===== src/rtl/mem_access_pkg.sv =====
// Shared encodings for the MEM stage: access sizes, exception codes,
// EX control-bundle bit positions and the stage FSM state type.
package mem_access_pkg;

   localparam logic [1:0] SZ_B = 2'b00;
   localparam logic [1:0] SZ_H = 2'b01;
   localparam logic [1:0] SZ_W = 2'b10;
   localparam logic [1:0] SZ_D = 2'b11;

   localparam logic [1:0] EXC_MISALIGN = 2'b01;
   localparam logic [1:0] EXC_TIMEOUT  = 2'b10;
   localparam logic [1:0] EXC_ILLEGAL  = 2'b11;

   localparam int unsigned CTRL_W       = 8;
   localparam int unsigned CTRL_RES_SEL = 7;
   localparam int unsigned CTRL_SIGNED  = 6;
   localparam int unsigned CTRL_SIZE_HI = 5;
   localparam int unsigned CTRL_SIZE_LO = 4;
   localparam int unsigned CTRL_WRITE   = 3;
   localparam int unsigned CTRL_READ    = 2;
   localparam int unsigned CTRL_WB_HI   = 1;

   typedef enum logic {
      ST_IDLE = 1'b0,
      ST_WAIT = 1'b1
   } state_t;

   // Number of bytes touched by an access of the given size code.
   function automatic logic [3:0] size_bytes(input logic [1:0] size);
      return 4'd1 << size;
   endfunction

endpackage


===== src/rtl/mem_lane_align.sv =====
// Combinational byte-lane steering: store byte-enables and lane replication,
// load lane extraction with sign/zero extension.
module mem_lane_align
   import mem_access_pkg::*;
#(
   parameter int unsigned DATA_W = 32
) (
   input  logic [1:0]                   i_st_size,
   input  logic [$clog2(DATA_W/8)-1:0]  i_st_off,
   input  logic [DATA_W-1:0]            i_st_data,
   output logic [DATA_W/8-1:0]          o_be_c,
   output logic [DATA_W-1:0]            o_wdata_c,
   input  logic [1:0]                   i_ld_size,
   input  logic [$clog2(DATA_W/8)-1:0]  i_ld_off,
   input  logic                         i_ld_signed,
   input  logic [DATA_W-1:0]            i_rdata,
   output logic [DATA_W-1:0]            o_ld_data_c
);

   localparam int unsigned BE_W  = DATA_W / 8;
   localparam int unsigned OFF_W = $clog2(BE_W);

   // Round a lane offset down to the natural alignment of the access size.
   function automatic logic [OFF_W-1:0] align_off(input logic [OFF_W-1:0] off,
                                                   input logic [1:0] size);
      return off & ~OFF_W'(size_bytes(size) - 4'd1);
   endfunction

   logic [OFF_W-1:0]  w_st_off;
   logic [OFF_W-1:0]  w_ld_off;
   logic [7:0]        w_size_mask;
   logic [DATA_W-1:0] w_ld_sh;
   logic [DATA_W-1:0] w_keep;
   logic [6:0]        w_nbits;
   logic              w_sign;

   assign w_st_off    = align_off(i_st_off, i_st_size);
   assign w_size_mask = 8'((9'd1 << size_bytes(i_st_size)) - 9'd1);
   assign o_be_c      = BE_W'(w_size_mask) << w_st_off;

   always_comb begin
      o_wdata_c = i_st_data;
      case (i_st_size)
         SZ_B:    o_wdata_c = {(DATA_W/8){i_st_data[7:0]}};
         SZ_H:    o_wdata_c = {(DATA_W/16){i_st_data[15:0]}};
         SZ_W:    o_wdata_c = {(DATA_W/32){i_st_data[31:0]}};
         default: o_wdata_c = i_st_data;
      endcase
   end

   assign w_ld_off = align_off(i_ld_off, i_ld_size);
   assign w_ld_sh  = i_rdata >> {w_ld_off, 3'b000};
   assign w_nbits  = {size_bytes(i_ld_size), 3'b000};
   // Shifting past DATA_W yields zero, so a full-width access keeps every bit.
   assign w_keep   = ~({DATA_W{1'b1}} << w_nbits);

   always_comb begin
      w_sign = 1'b0;
      case (i_ld_size)
         SZ_B:    w_sign = w_ld_sh[7];
         SZ_H:    w_sign = w_ld_sh[15];
         SZ_W:    w_sign = w_ld_sh[31];
         default: w_sign = w_ld_sh[DATA_W-1];
      endcase
   end

   assign o_ld_data_c = (w_ld_sh & w_keep) | (~w_keep & {DATA_W{w_sign & i_ld_signed}});

endmodule


===== src/rtl/mem_access_stage.sv =====
// MEM pipeline stage: registers the EX bundle, runs variable-latency bus accesses
// and reports precise exceptions. Define MEM_ALIGN_CHECK_EN to trap misaligned accesses.
module mem_access_stage
   import mem_access_pkg::*;
#(
   parameter int unsigned ADDR_W  = 32,
   parameter int unsigned DATA_W  = 32,
   parameter int unsigned REG_W   = 5,
   parameter int unsigned TIMEOUT = 255
) (
   input  logic                 clk,
   input  logic                 reset,
   input  logic                 ex_valid_in,
   output logic                 ex_ready_out,
   input  logic [CTRL_W-1:0]    ex_ctrl_in,
   input  logic [ADDR_W-1:0]    ex_addr_in,
   input  logic [DATA_W-1:0]    ex_store_data_in,
   input  logic [REG_W-1:0]     ex_write_reg_in,
   input  logic [ADDR_W-1:0]    ex_pc_seq_in,
   output logic                 wb_valid_out,
   output logic [DATA_W-1:0]    wb_result_out,
   output logic [REG_W-1:0]     wb_write_reg_out,
   output logic [ADDR_W-1:0]    wb_pc_seq_out,
   output logic [1:0]           wb_ctrl_out,
   output logic                 mem_req_out,
   output logic                 mem_we_out,
   output logic [ADDR_W-1:0]    mem_addr_out,
   output logic [DATA_W/8-1:0]  mem_be_out,
   output logic [DATA_W-1:0]    mem_wdata_out,
   input  logic                 mem_ack_in,
   input  logic [DATA_W-1:0]    mem_rdata_in,
   output logic                 exc_valid_out,
   output logic [1:0]           exc_code_out,
   output logic [ADDR_W-1:0]    exc_addr_out
);

   localparam int unsigned BE_W  = DATA_W / 8;
   localparam int unsigned OFF_W = $clog2(BE_W);
   localparam int unsigned CNT_W = (TIMEOUT == 0) ? 1 : $clog2(TIMEOUT + 1);
   localparam logic [CNT_W-1:0] CNT_LAST = CNT_W'(TIMEOUT - 1);

   logic [1:0]        w_size;
   logic              w_rd;
   logic              w_wr;
   logic              w_illegal;
   logic              w_misal;
   logic [BE_W-1:0]   w_be;
   logic [DATA_W-1:0] w_wdata;
   logic [DATA_W-1:0] w_ld_data;

   state_t            r_state;
   logic [CNT_W-1:0]  r_cnt;
   logic [ADDR_W-1:0] r_addr;
   logic [1:0]        r_size;
   logic              r_rd;
   logic              r_res_sel;
   logic              r_signed;

   assign w_size    = ex_ctrl_in[CTRL_SIZE_HI:CTRL_SIZE_LO];
   assign w_rd      = ex_ctrl_in[CTRL_READ];
   assign w_wr      = ex_ctrl_in[CTRL_WRITE];
   assign w_illegal = (w_rd && w_wr) || ((w_size == SZ_D) && (DATA_W == 32));

`ifdef MEM_ALIGN_CHECK_EN
   assign w_misal = (ex_addr_in[OFF_W-1:0] & OFF_W'(size_bytes(w_size) - 4'd1)) != '0;
`else
   assign w_misal = 1'b0;
`endif

   mem_lane_align #(.DATA_W(DATA_W)) u_lane_align (
      .i_st_size   (w_size),
      .i_st_off    (ex_addr_in[OFF_W-1:0]),
      .i_st_data   (ex_store_data_in),
      .o_be_c      (w_be),
      .o_wdata_c   (w_wdata),
      .i_ld_size   (r_size),
      .i_ld_off    (r_addr[OFF_W-1:0]),
      .i_ld_signed (r_signed),
      .i_rdata     (mem_rdata_in),
      .o_ld_data_c (w_ld_data)
   );

   always_ff @(posedge clk) begin
      if (!reset) begin
         r_state          <= ST_IDLE;
         r_cnt            <= '0;
         r_addr           <= '0;
         r_size           <= SZ_B;
         r_rd             <= 1'b0;
         r_res_sel        <= 1'b0;
         r_signed         <= 1'b0;
         ex_ready_out     <= 1'b0;
         wb_valid_out     <= 1'b0;
         wb_result_out    <= '0;
         wb_write_reg_out <= '0;
         wb_pc_seq_out    <= '0;
         wb_ctrl_out      <= '0;
         mem_req_out      <= 1'b0;
         mem_we_out       <= 1'b0;
         mem_addr_out     <= '0;
         mem_be_out       <= '0;
         mem_wdata_out    <= '0;
         exc_valid_out    <= 1'b0;
         exc_code_out     <= '0;
         exc_addr_out     <= '0;
      end else begin
         wb_valid_out  <= 1'b0;
         exc_valid_out <= 1'b0;
         case (r_state)
            ST_IDLE: begin
               ex_ready_out <= 1'b1;
               if (ex_valid_in && ex_ready_out) begin
                  r_addr           <= ex_addr_in;
                  r_size           <= w_size;
                  r_rd             <= w_rd;
                  r_res_sel        <= ex_ctrl_in[CTRL_RES_SEL];
                  r_signed         <= ex_ctrl_in[CTRL_SIGNED];
                  wb_write_reg_out <= ex_write_reg_in;
                  wb_pc_seq_out    <= ex_pc_seq_in;
                  wb_ctrl_out      <= ex_ctrl_in[CTRL_WB_HI:0];
                  exc_addr_out     <= ex_addr_in;
                  if (w_illegal) begin
                     exc_valid_out <= 1'b1;
                     exc_code_out  <= EXC_ILLEGAL;
                  end else if ((w_rd || w_wr) && w_misal) begin
                     exc_valid_out <= 1'b1;
                     exc_code_out  <= EXC_MISALIGN;
                  end else if (w_rd || w_wr) begin
                     r_state       <= ST_WAIT;
                     r_cnt         <= '0;
                     ex_ready_out  <= 1'b0;
                     mem_req_out   <= 1'b1;
                     mem_we_out    <= w_wr;
                     mem_addr_out  <= {ex_addr_in[ADDR_W-1:OFF_W], OFF_W'(0)};
                     mem_be_out    <= w_be;
                     mem_wdata_out <= w_wr ? w_wdata : '0;
                  end else begin
                     wb_valid_out  <= 1'b1;
                     wb_result_out <= DATA_W'(ex_addr_in);
                  end
               end
            end
            ST_WAIT: begin
               // An ack arriving in the expiry cycle still completes the access.
               if (mem_ack_in) begin
                  r_state       <= ST_IDLE;
                  ex_ready_out  <= 1'b1;
                  mem_req_out   <= 1'b0;
                  wb_valid_out  <= 1'b1;
                  wb_result_out <= (r_rd && r_res_sel) ? w_ld_data : DATA_W'(r_addr);
               end else if ((TIMEOUT != 0) && (r_cnt == CNT_LAST)) begin
                  r_state       <= ST_IDLE;
                  ex_ready_out  <= 1'b1;
                  mem_req_out   <= 1'b0;
                  exc_valid_out <= 1'b1;
                  exc_code_out  <= EXC_TIMEOUT;
               end else begin
                  r_cnt <= r_cnt + CNT_W'(1);
               end
            end
            default: r_state <= ST_IDLE;
         endcase
      end
   end

endmodule


===== config.mk =====
export PLATFORM = sky130hd
export DESIGN_NAME = mem_access_stage
export DESIGN_NICKNAME = d
export VERILOG_FILES = /design/src/rtl/mem_access_pkg.sv /design/src/rtl/mem_lane_align.sv /design/src/rtl/mem_access_stage.sv
export SDC_FILE = /design/constraint.sdc
export NUM_CORES = 1
export LEC_CHECK = 0
export CORE_MARGIN = 3
export CORE_UTILIZATION = 35
export CTS_CLUSTER_DIAMETER = 120
export CTS_CLUSTER_SIZE = 14
export DETAILED_ROUTE_END_ITERATION = 10
export PLACE_DENSITY = 0.66
export REMOVE_ABC_BUFFERS = 1
export SYNTH_ARGS = -nofsm -noshare
export SYNTH_HDL_FRONTEND = slang
export SYNTH_HIERARCHICAL = 1
export SYNTH_SLANG_ARGS = --single-unit

===== constraint.sdc =====
create_clock -name clk -period 4.6 [get_ports clk]
set_input_delay 0.46 -clock clk [delete_from_list [all_inputs] [get_ports clk]]
set_output_delay 0.46 -clock clk [all_outputs]
set_load 0.01 [all_outputs]

# Yosys cells after proc, flatten, opt, wreduce, memory -nomap -nowiden
# Cells that the tools add are included.
# W data, S select, Z words.
dict set report word_totals {
  wordCells 116
  output_inout_bits 178
  input_bits 145
  reg_bits 190
}
dict set report classes {
  shift 6
  mux 47
  add_sub_neg 4
  n_eq_ne 14
  n_bitwise 12
  n_reduce_logical 13
}
# cell n
set op_table {}
lappend op_table {{$mux W32} 6}
lappend op_table {{$pmux W32 S2} 2}
lappend op_table {{$and A32 B32 Y32} 2}
lappend op_table {{$not A32 Y32} 2}
lappend op_table {{$mux W8} 5}
lappend op_table {{$or A32 B32 Y32} 1}
lappend op_table {{$shl A32 B7 Y32 const A} 1}
lappend op_table {{$shr A32 B5 Y32} 1}
lappend op_table {{$mux W1} 22}
lappend op_table {{$ne A2 B2 Y1 const B} 8}
lappend op_table {{$pmux W8 S2} 1}
lappend op_table {{$reduce_and A4 Y1} 4}
lappend op_table {{$pmux W1 S2} 6}
lappend op_table {{$add A8 B1 Y8 const B} 1}
lappend op_table {{$eq A8 B8 Y1 const B} 1}
lappend op_table {{$mux W2} 4}
lappend op_table {{$shl A1 B2 Y4 const A} 2}
lappend op_table {{$reduce_and A5 Y1} 1}
lappend op_table {{$and A2 B2 Y2} 2}
lappend op_table {{$eq A2 B1 Y1 const B} 2}
lappend op_table {{$logic_not A2 Y1} 2}
lappend op_table {{$not A2 Y2} 2}
lappend op_table {{$pmux W2 S2} 1}
lappend op_table {{$shl A1 B4 Y4 const A} 1}
lappend op_table {{11 further kinds} 16}

# Logic depth before layout (Yosys ltp)
# Gate-level depths: netlist of run 1.
dict set report logic_depth {
  depth_word 12
  depth_mapped 13
  depth_no_buf 10
}

# Modules after synthesis
# Netlist of run 1, hierarchy kept.
# mod area_each_um2 cells_each n_inst seq_area_each_um2
set by_module_without_submodules {}
lappend by_module_without_submodules {mem_access_stage 7255.7 858 1 3803.6}
lappend by_module_without_submodules {mem_lane_align 1184.9 171 1 0.0}

# Worst setup path after synthesis of run 1
# OpenSTA, ideal clock, no wires.
dict set report synth_path {
  path_type {register to register}
  from {reg r_size[0]}
  to {reg wb_result_out[20]}
  path_buffers 3
  stages_incl_launch_ff 14
  setup_slack_ns 1.892
  arrival_time_ns 2.591
  t_required_ns 4.483
  path_cell_list {dfxtp_1 -> nor2_1 -> clkbuf_1 -> inv_1 -> ha_1 -> and2_4 -> buf_6 -> mux4_2 -> a21oi_4 -> buf_6 -> nand2_2 -> mux2i_1 -> a21oi_1 -> a22o_1}
}
dict set report synth_between {
  elab_chain_cells 12
  word_cells_on_any_way 18
}
# item line_no
set synth_lines {}
lappend synth_lines {{start: declaration} mem_access_stage.sv:54} ;# logic [1:0] r_size;
lappend synth_lines {{start signal: assignment} mem_access_stage.sv:114} ;# r_size <= w_size;
lappend synth_lines {{$shl A1 B2 Y4} mem_access_pkg.sv:30} ;# return 4'd1 << size;
lappend synth_lines {{$sub A2 B1 Y2} mem_lane_align.sv:26} ;# return off & ~OFF_W'(size_bytes(size) - 4'd1);
lappend synth_lines {{$not A2 Y2} mem_lane_align.sv:26}
lappend synth_lines {{$and A2 B2 Y2} mem_lane_align.sv:26}
lappend synth_lines {{$shr A32 B5 Y32} mem_lane_align.sv:52} ;# assign w_ld_sh = i_rdata >> {w_ld_off, 3'b000};
lappend synth_lines {{$pmux W1 S2} mem_lane_align.sv:59} ;# case (i_ld_size)
lappend synth_lines {{$and A1 B1 Y1} mem_lane_align.sv:67} ;# assign o_ld_data_c = (w_ld_sh & w_keep) | (~w_keep & {DATA_W{w_sign & i_ld_signed}});
lappend synth_lines {{$and A32 B32 Y32} mem_lane_align.sv:67}
lappend synth_lines {{$or A32 B32 Y32 *} mem_lane_align.sv:67}
lappend synth_lines {{named net w_ld_data[20]} mem_access_stage.sv:49} ;# logic [DATA_W-1:0] w_ld_data;
lappend synth_lines {{$mux W32 *} mem_access_stage.sv:150} ;# wb_result_out <= (r_rd && r_res_sel) ? w_ld_data : DATA_W'(r_addr);
lappend synth_lines {{$mux W32 *} mem_access_stage.sv:145} ;# if (mem_ack_in) begin
lappend synth_lines {{$pmux W32 S2 *} mem_access_stage.sv:109} ;# case (r_state)
lappend synth_lines {{end signal: assignment} mem_access_stage.sv:139} ;# wb_result_out <= DATA_W'(ex_addr_in);
lappend synth_lines {{end signal: assignment} mem_access_stage.sv:150}
lappend synth_lines {{end: declaration} mem_access_stage.sv:21} ;# output logic [DATA_W-1:0] wb_result_out,
# Mark *: on every way through the listed nets, which the timed path passes. The rest lies on a longest branch. The select of a mux whose other input is x is not followed.
# A chain may end at the register's enable or synchronous reset.

# Worst setup path in the final report of run 1
dict set report layout_path {
  from {reg r_size[1]}
  to {reg wb_result_out[17]}
}
# The elaborated chain is that of the path after synthesis.

==> metrics, run 1 <==
number of different library cells in the post-synthesis netlist 52; cells along the critical path nor2_1 > inv_1 > ha_1 > and2_4 > mux4_2 > a21oi_4 > nand2_1 > mux2i_1 > a21oi_1 > a22o_1; detailed route wirelength on metal3 2915 um; crit path from r_size[1]; Avg Synthesized Cell Area 8.203 um^2; run status complete, no violations; Std-Cell Core Area 23610 um^2; Worst-Skew Late Latency 430 ps; Setup crit end kind flip-flop; number of antenna cells inserted 0; fraction of the yosys area taken by sequential cells 45.06%; Setup WS pre-CTS 1391 ps; worst hold margin 454.4 ps; amount of wire on met2 after detailed routing 14140 um; most common cell after layout, fill and taps aside sky130_fd_sc_hd__clkdlybuf4s50_1; number of DRC markers in iteration 0 652; number of ports placed on the die boundary 323; count of hold-fix buffers inserted at cts 0; capturing point of the worst reg2reg path wb_result_out[17]; IR drop worst, VDD 187.4 uV; final net count 1442; IO Port Bufs 320; clock sink total 190; DRC 0; Top Metal Used met5; final wirelength 30090 um; data required time at the worst endpoint 4920 ps; arrival time of the worst setup path 3570 ps; relative slew slack 26.31%; upper clock frequency limit 0.3078 GHz; total number of vias 8328; clock edge transition at the registers on the reported setup and hold paths 70 ps; number of standard cells in the final layout excluding fillers 1625; total design power 3.858 mW; total leakage power 4.719 nW; Die X 161.3 um; flops & latches, synth 190; detailed placer's ending HPWL 21110 um; setup_tns 0 ps; post-route clock skew 12.47 ps; Final Worst Setup Slack 1351 ps; CTS H-tree depth 4; via count of the first global-routing pass 7931; worst-case hold path end point mem_addr_out[6]; area delta synth->final 45.70%; overflow left after global routing 0; fin util 52.08%; DRT Pass-1 Iters 4; share of post-route cells with drive strength above 1 6.202%; global-route wire length before repair 45970 um; Crit Path Category flip-flop to flip-flop; mean number of vias per cell 5.125; commonest non-fill, non-tap cells in the layout sky130_fd_sc_hd__clkdlybuf4s50_1 (320), sky130_fd_sc_hd__nand2_1 (274), sky130_fd_sc_hd__dfxtp_1 (189); Resized cells post-CTS 0; Final Hold Vio Count 0; count of buffering cells on the critical path with inverters included 1; crit path max-delay cell type sky130_fd_sc_hd__a21oi_4; RSZ-0062 raised after global routing false; placer's final routability congestion estimate 0.8057; metal1 wirelength 12510 um; total power density per cell area 313.7 nW/um^2; number of stages on the worst hold path 2; final non-filler cell area 12300 um^2; number of enable-type register cells in the synthesized netlist 0; worst hold path startpoint mem_addr_out[6]; slew at the pin closest to its max-slew limit 1101 ps; CTS root buf sky130_fd_sc_hd__clkbuf_16; total die area 26020 um^2; Die Y-Extent 161.3 um; FF-to-FF Start r_size[1]; CTS buffer count 17; Site Rows 56; average wire per standard cell 18.51 um; antenna violations before repair 3; count of warnings emitted by yosys 6; clock tree from TritonCTS done; Total GRT Usage 22.39%; count of placed standard cells including taps 1593; Starting Density 35.75%; instance area at placement 11710 um^2; Final Max Slew Viols 0; final period utilization 70.63%; Worst Reg2Reg Path Length in Cells 10; final number of setup-violating endpoints 0; worst-path fanout max 16; number of buffers inserted by post-CTS setup repair 0; kind of start point of the critical path flip-flop; synthesized cell area 8441 um^2; post-layout minimum cycle time 3249 ps; fraction of registers with async set/reset 0%; largest net degree at the start of global routing 77; most common flop cell mapped by yosys sky130_fd_sc_hd__dfxtp_1; cell count after synthesis 1029; DRT antenna net count 0; Worst path max stage delay 610 ps; CTS Buffer Depth 2; class of the most critical hold timing path flip-flop to flip-flop; Largest delay share family, worst path compound AO/OA/AOI/OAI gates; register-to-register setup slack 1350 ps; reported max-cap violation count 0
## synth_stat cells (2+ instances only)
library cell / instances / area, um^2
sky130_fd_sc_hd__a21oi_1: 150 / 750.7
sky130_fd_sc_hd__dfxtp_1: 190 / 3804
sky130_fd_sc_hd__nor2_1: 76 / 285.3
sky130_fd_sc_hd__clkbuf_1: 41 / 153.9
sky130_fd_sc_hd__o21ai_0: 32 / 160.2
sky130_fd_sc_hd__buf_6: 7 / 78.83
sky130_fd_sc_hd__a22o_1: 38 / 332.8
sky130_fd_sc_hd__o21bai_1: 2 / 15.01
sky130_fd_sc_hd__inv_1: 7 / 26.28
sky130_fd_sc_hd__a22oi_1: 34 / 255.2
sky130_fd_sc_hd__or2_2: 2 / 12.51
sky130_fd_sc_hd__nand3_1: 3 / 15.01
sky130_fd_sc_hd__and3_1: 4 / 25.02
sky130_fd_sc_hd__ha_1: 4 / 50.05
sky130_fd_sc_hd__nand2_2: 10 / 62.56
sky130_fd_sc_hd__buf_1: 5 / 18.77
sky130_fd_sc_hd__nand4b_1: 2 / 17.52
sky130_fd_sc_hd__o21a_1: 2 / 15.01
sky130_fd_sc_hd__and2_1: 5 / 31.28
sky130_fd_sc_hd__nand2b_1: 13 / 81.33
sky130_fd_sc_hd__buf_4: 13 / 97.59
sky130_fd_sc_hd__o221ai_1: 3 / 26.28
sky130_fd_sc_hd__buf_2: 24 / 120.1
sky130_fd_sc_hd__a311oi_1: 2 / 17.52
sky130_fd_sc_hd__nand2_1: 275 / 1032
sky130_fd_sc_hd__nor2b_1: 2 / 12.51
sky130_fd_sc_hd__mux4_2: 9 / 202.7
sky130_fd_sc_hd__mux2i_1: 50 / 500.5
## worst register-to-register path, stage by stage (launching register included)
cell	delay, ps
sky130_fd_sc_hd__dfxtp_1	340
sky130_fd_sc_hd__nor2_1	470
sky130_fd_sc_hd__inv_1	90
sky130_fd_sc_hd__ha_1	310
sky130_fd_sc_hd__and2_4	200
sky130_fd_sc_hd__mux4_2	540
sky130_fd_sc_hd__a21oi_4	610
sky130_fd_sc_hd__nand2_1	130
sky130_fd_sc_hd__mux2i_1	160
sky130_fd_sc_hd__a21oi_1	90
sky130_fd_sc_hd__a22o_1	210
## logic make-up (layout without fill, tap and decap cells)
family                   Yosys count  in the layout  share of synthesized area, %
AND/OR/NAND/NOR                  404            404                         20.17
AO/OA/AOI/OAI                    272            272                         19.77
flip-flops                       190            190                         45.06
buffers and inverters             98            374                         5.915
multiplexers                      59             59                         8.331
adder cells (fa/ha/maj)            4              4                        0.5930
other                              1              2                       0.04443
XOR/XNOR                           1              1                        0.1038
## sequential cells by signal (all words and copies together) (netlist names), 2 cells and up
register and count:
mem_wdata_out 32, exc_code_out 2, wb_result_out 32, mem_addr_out 30, wb_pc_seq_out 32, r_size 2, mem_be_out 4, r_addr 32
wb_write_reg_out 5, wb_ctrl_out 2, r_cnt 8
## report_power, final
| group | total, mW | internal [mW] | switching [mW] |
|---|---|---|---|
| clock | 1.49 | 0.783 | 0.707 |
| combinational | 0.627 | 0.314 | 0.312 |
| sequential | 1.74 | 1.70 | 0.0371 |
## area by class of cell
class / count / area, um^2
Clock buffer: 18 / 439.2
Sequential cell: 190 / 3805
Tap cell: 319 / 399.1
Multi-Input combinational cell: 742 / 4160
Inverter: 8 / 32.53
Timing Repair Buffer: 334 / 3308
Fill cell: 2279 / 11310
Clock inverter: 14 / 153.9
## per-layer routing
metal / up-vias / global-route usage, %
met1: 3906 / 27.90
met4: 6 / 5.788
met2: 357 / 37.11
met5: - / 0
met3: 32 / 7.874
li1: 4027 / -
## how the worst max path moves through the flow
stage | end | depth (start not counted)
5_1_grt | wb_result_out[17] | 10
3_5_place_dp | wb_result_out[16] | 10
3_3_place_gp | wb_result_out[28] | 10
4_1_cts | wb_result_out[16] | 10
6_report | wb_result_out[17] | 10
2_1_floorplan | r_cnt[2] | 4
Note: power is estimated with default switching activity, not from simulation.
==> inputs of run 2 (changes only) <==
clock period = 3.2 ns   (was 4.6 ns; I/O delays follow)
==> run 2 against run 1 <==
Total power up 47%. Via count down 0.16%. Register-to-register slack worse by 970 ps. Global-route usage about the same. Sequential cell count unchanged. Combinational power up 44%. Design area up 0.68%. Setup slack worse by 970 ps. Clock power up 52%. Wire length down 0.79%. Clock skew up 7.4 ps. Largest cell class unchanged.
==> metrics, run 2 (synthesis results as in run 1) <==
Resized cells post-CTS 0; number of ports placed on the die boundary 323; relative slew slack 29.39%; CTS H-tree depth 4; Site Rows 56; final number of setup-violating endpoints 0; post-route clock skew 19.85 ps; CTS buffer count 17; number of stages on the worst hold path 3; Register Area 3805 um^2; run status complete, no violations; CTS Buffer Depth 2; final wirelength 29850 um; overflow left after global routing 0; Final Hold Vio Count 0; placer's final routability congestion estimate 0.8258; DRT Pass-1 Iters 5; Final Max Slew Viols 0; kind of start point of the critical path flip-flop; Crit Path Category flip-flop to flip-flop; class of the most critical hold timing path primary input to flip-flop; antenna violations before repair 2; final non-filler cell area 12380 um^2; Worst-Skew Late Latency 440 ps; number of antenna cells inserted 0; worst-path fanout max 16; upper clock frequency limit 0.3550 GHz; via count of the first global-routing pass 8015; post-layout minimum cycle time 2817 ps; count of hold-fix buffers inserted at cts 0; instance area at placement 11760 um^2; Die Y-Extent 161.3 um; number of buffers inserted by post-CTS setup repair 0; Std-Cell Core Area 23610 um^2; detailed placer's ending HPWL 21260 um; clock tree from TritonCTS done; FF-to-FF Start r_size[0]; total power density per cell area 458.3 nW/um^2; CTS root buf sky130_fd_sc_hd__clkbuf_16; Starting Density 35.75%; worst hold path startpoint ex_pc_seq_in[4]; RSZ-0062 raised after global routing false; Total GRT Usage 22.36%; total area of multi-input combinational cells 4160 um^2; global-route wire length before repair 46220 um; mean number of vias per cell 5.101; IR drop worst, VDD 309.3 uV; DRT antenna net count 0; most common cell after layout, fill and taps aside sky130_fd_sc_hd__clkdlybuf4s50_1; reported max-cap violation count 0; count of fill cells added during filler insertion 2261; total leakage power 4.760 nW; Setup crit end kind flip-flop; Die X 161.3 um; data required time at the worst endpoint 3530 ps; capturing point of the worst reg2reg path wb_result_out[17]; average wire per standard cell 18.31 um; commonest non-fill, non-tap cells in the layout sky130_fd_sc_hd__clkdlybuf4s50_1 (320), sky130_fd_sc_hd__nand2_1 (274), sky130_fd_sc_hd__dfxtp_1 (189); largest net degree at the start of global routing 86; worst-case hold path end point wb_pc_seq_out[4]; clock sink total 190; total number of vias 8315; final net count 1447; setup_tns 0 ps; Worst Reg2Reg Path Length in Cells 10; total design power 5.675 mW; slew at the pin closest to its max-slew limit 1055 ps; fin util 52.44%; total die area 26020 um^2; clock edge transition at the registers on the reported setup and hold paths 80 ps; final period utilization 88.03%; register-to-register setup slack 380 ps; area delta synth->final 46.69%; share of post-route cells with drive strength above 1 6.560%; DRC 0; number of DRC markers in iteration 0 494; IO Port Bufs 320; arrival time of the worst setup path 3150 ps
==> run 2: worst max-delay path by stage <==
stage	from	to	slack (ps)	cells past startpoint
6_report	r_size[0]	wb_result_out[17]	380	10
5_1_grt	r_size[0]	wb_result_out[16]	130	10
4_1_cts	r_size[0]	wb_result_out[17]	350	10
3_5_place_dp	r_size[0]	wb_result_out[17]	370	10
3_3_place_gp	r_size[0]	wb_result_out[19]	430	10
2_1_floorplan	r_state	r_cnt[2]	-1040	4
==> run 2: layer usage <==
metal / global-route usage [%] / routed length, um
met3: 7.771 / 2736
met2: 36.97 / 14140
met5: 0 / 29
met4: 6.453 / 573
met1: 27.71 / 12370
==> run 2: area by class of cell <==
type | count | share of cell area, %
Inverter | 8 | 0.2627
Multi-Input combinational cell | 742 | 33.60
Timing Repair Buffer | 339 | 27.12
Sequential cell | 190 | 30.73
Tap cell | 319 | 3.224
Clock inverter | 15 | 1.627
Clock buffer | 17 | 3.436
==> run 2: where the power goes <==
part	total (mW)	switching, mW	internal [mW]
combinational	0.906	0.447	0.459
sequential	2.51	0.0562	2.45
clock	2.26	1.06	1.20
==> run 2: metrics by stage <==
step	setup slack [ps]	hold slack, ps	std cells
3_5_place_dp	366.7	446.5	1598
6_report	382.9	415.7	1630
2_1_floorplan	-1037	436.4	940
5_1_grt	130.1	409.9	1630
3_3_place_gp	425.8	441.4	1598
4_1_cts	347.0	406.5	1630
==> run 2: worst max-delay path, stage by stage, from the launching register on <==
cell and delay, ps:
sky130_fd_sc_hd__dfxtp_1 360, sky130_fd_sc_hd__nor2_1 150, sky130_fd_sc_hd__inv_1 60, sky130_fd_sc_hd__ha_1 290, sky130_fd_sc_hd__and2_4 200, sky130_fd_sc_hd__mux4_2 540, sky130_fd_sc_hd__a21oi_4 550, sky130_fd_sc_hd__nand2_1 110
sky130_fd_sc_hd__mux2i_1 150, sky130_fd_sc_hd__a21oi_1 100, sky130_fd_sc_hd__a22o_1 210
==> inputs of run 3 (changes only) <==
TNS_END_PERCENT = 5   (was unset)
==> results of run 3 <==
Same layout as run 2: the final DEF is identical, and so are final timing and power.
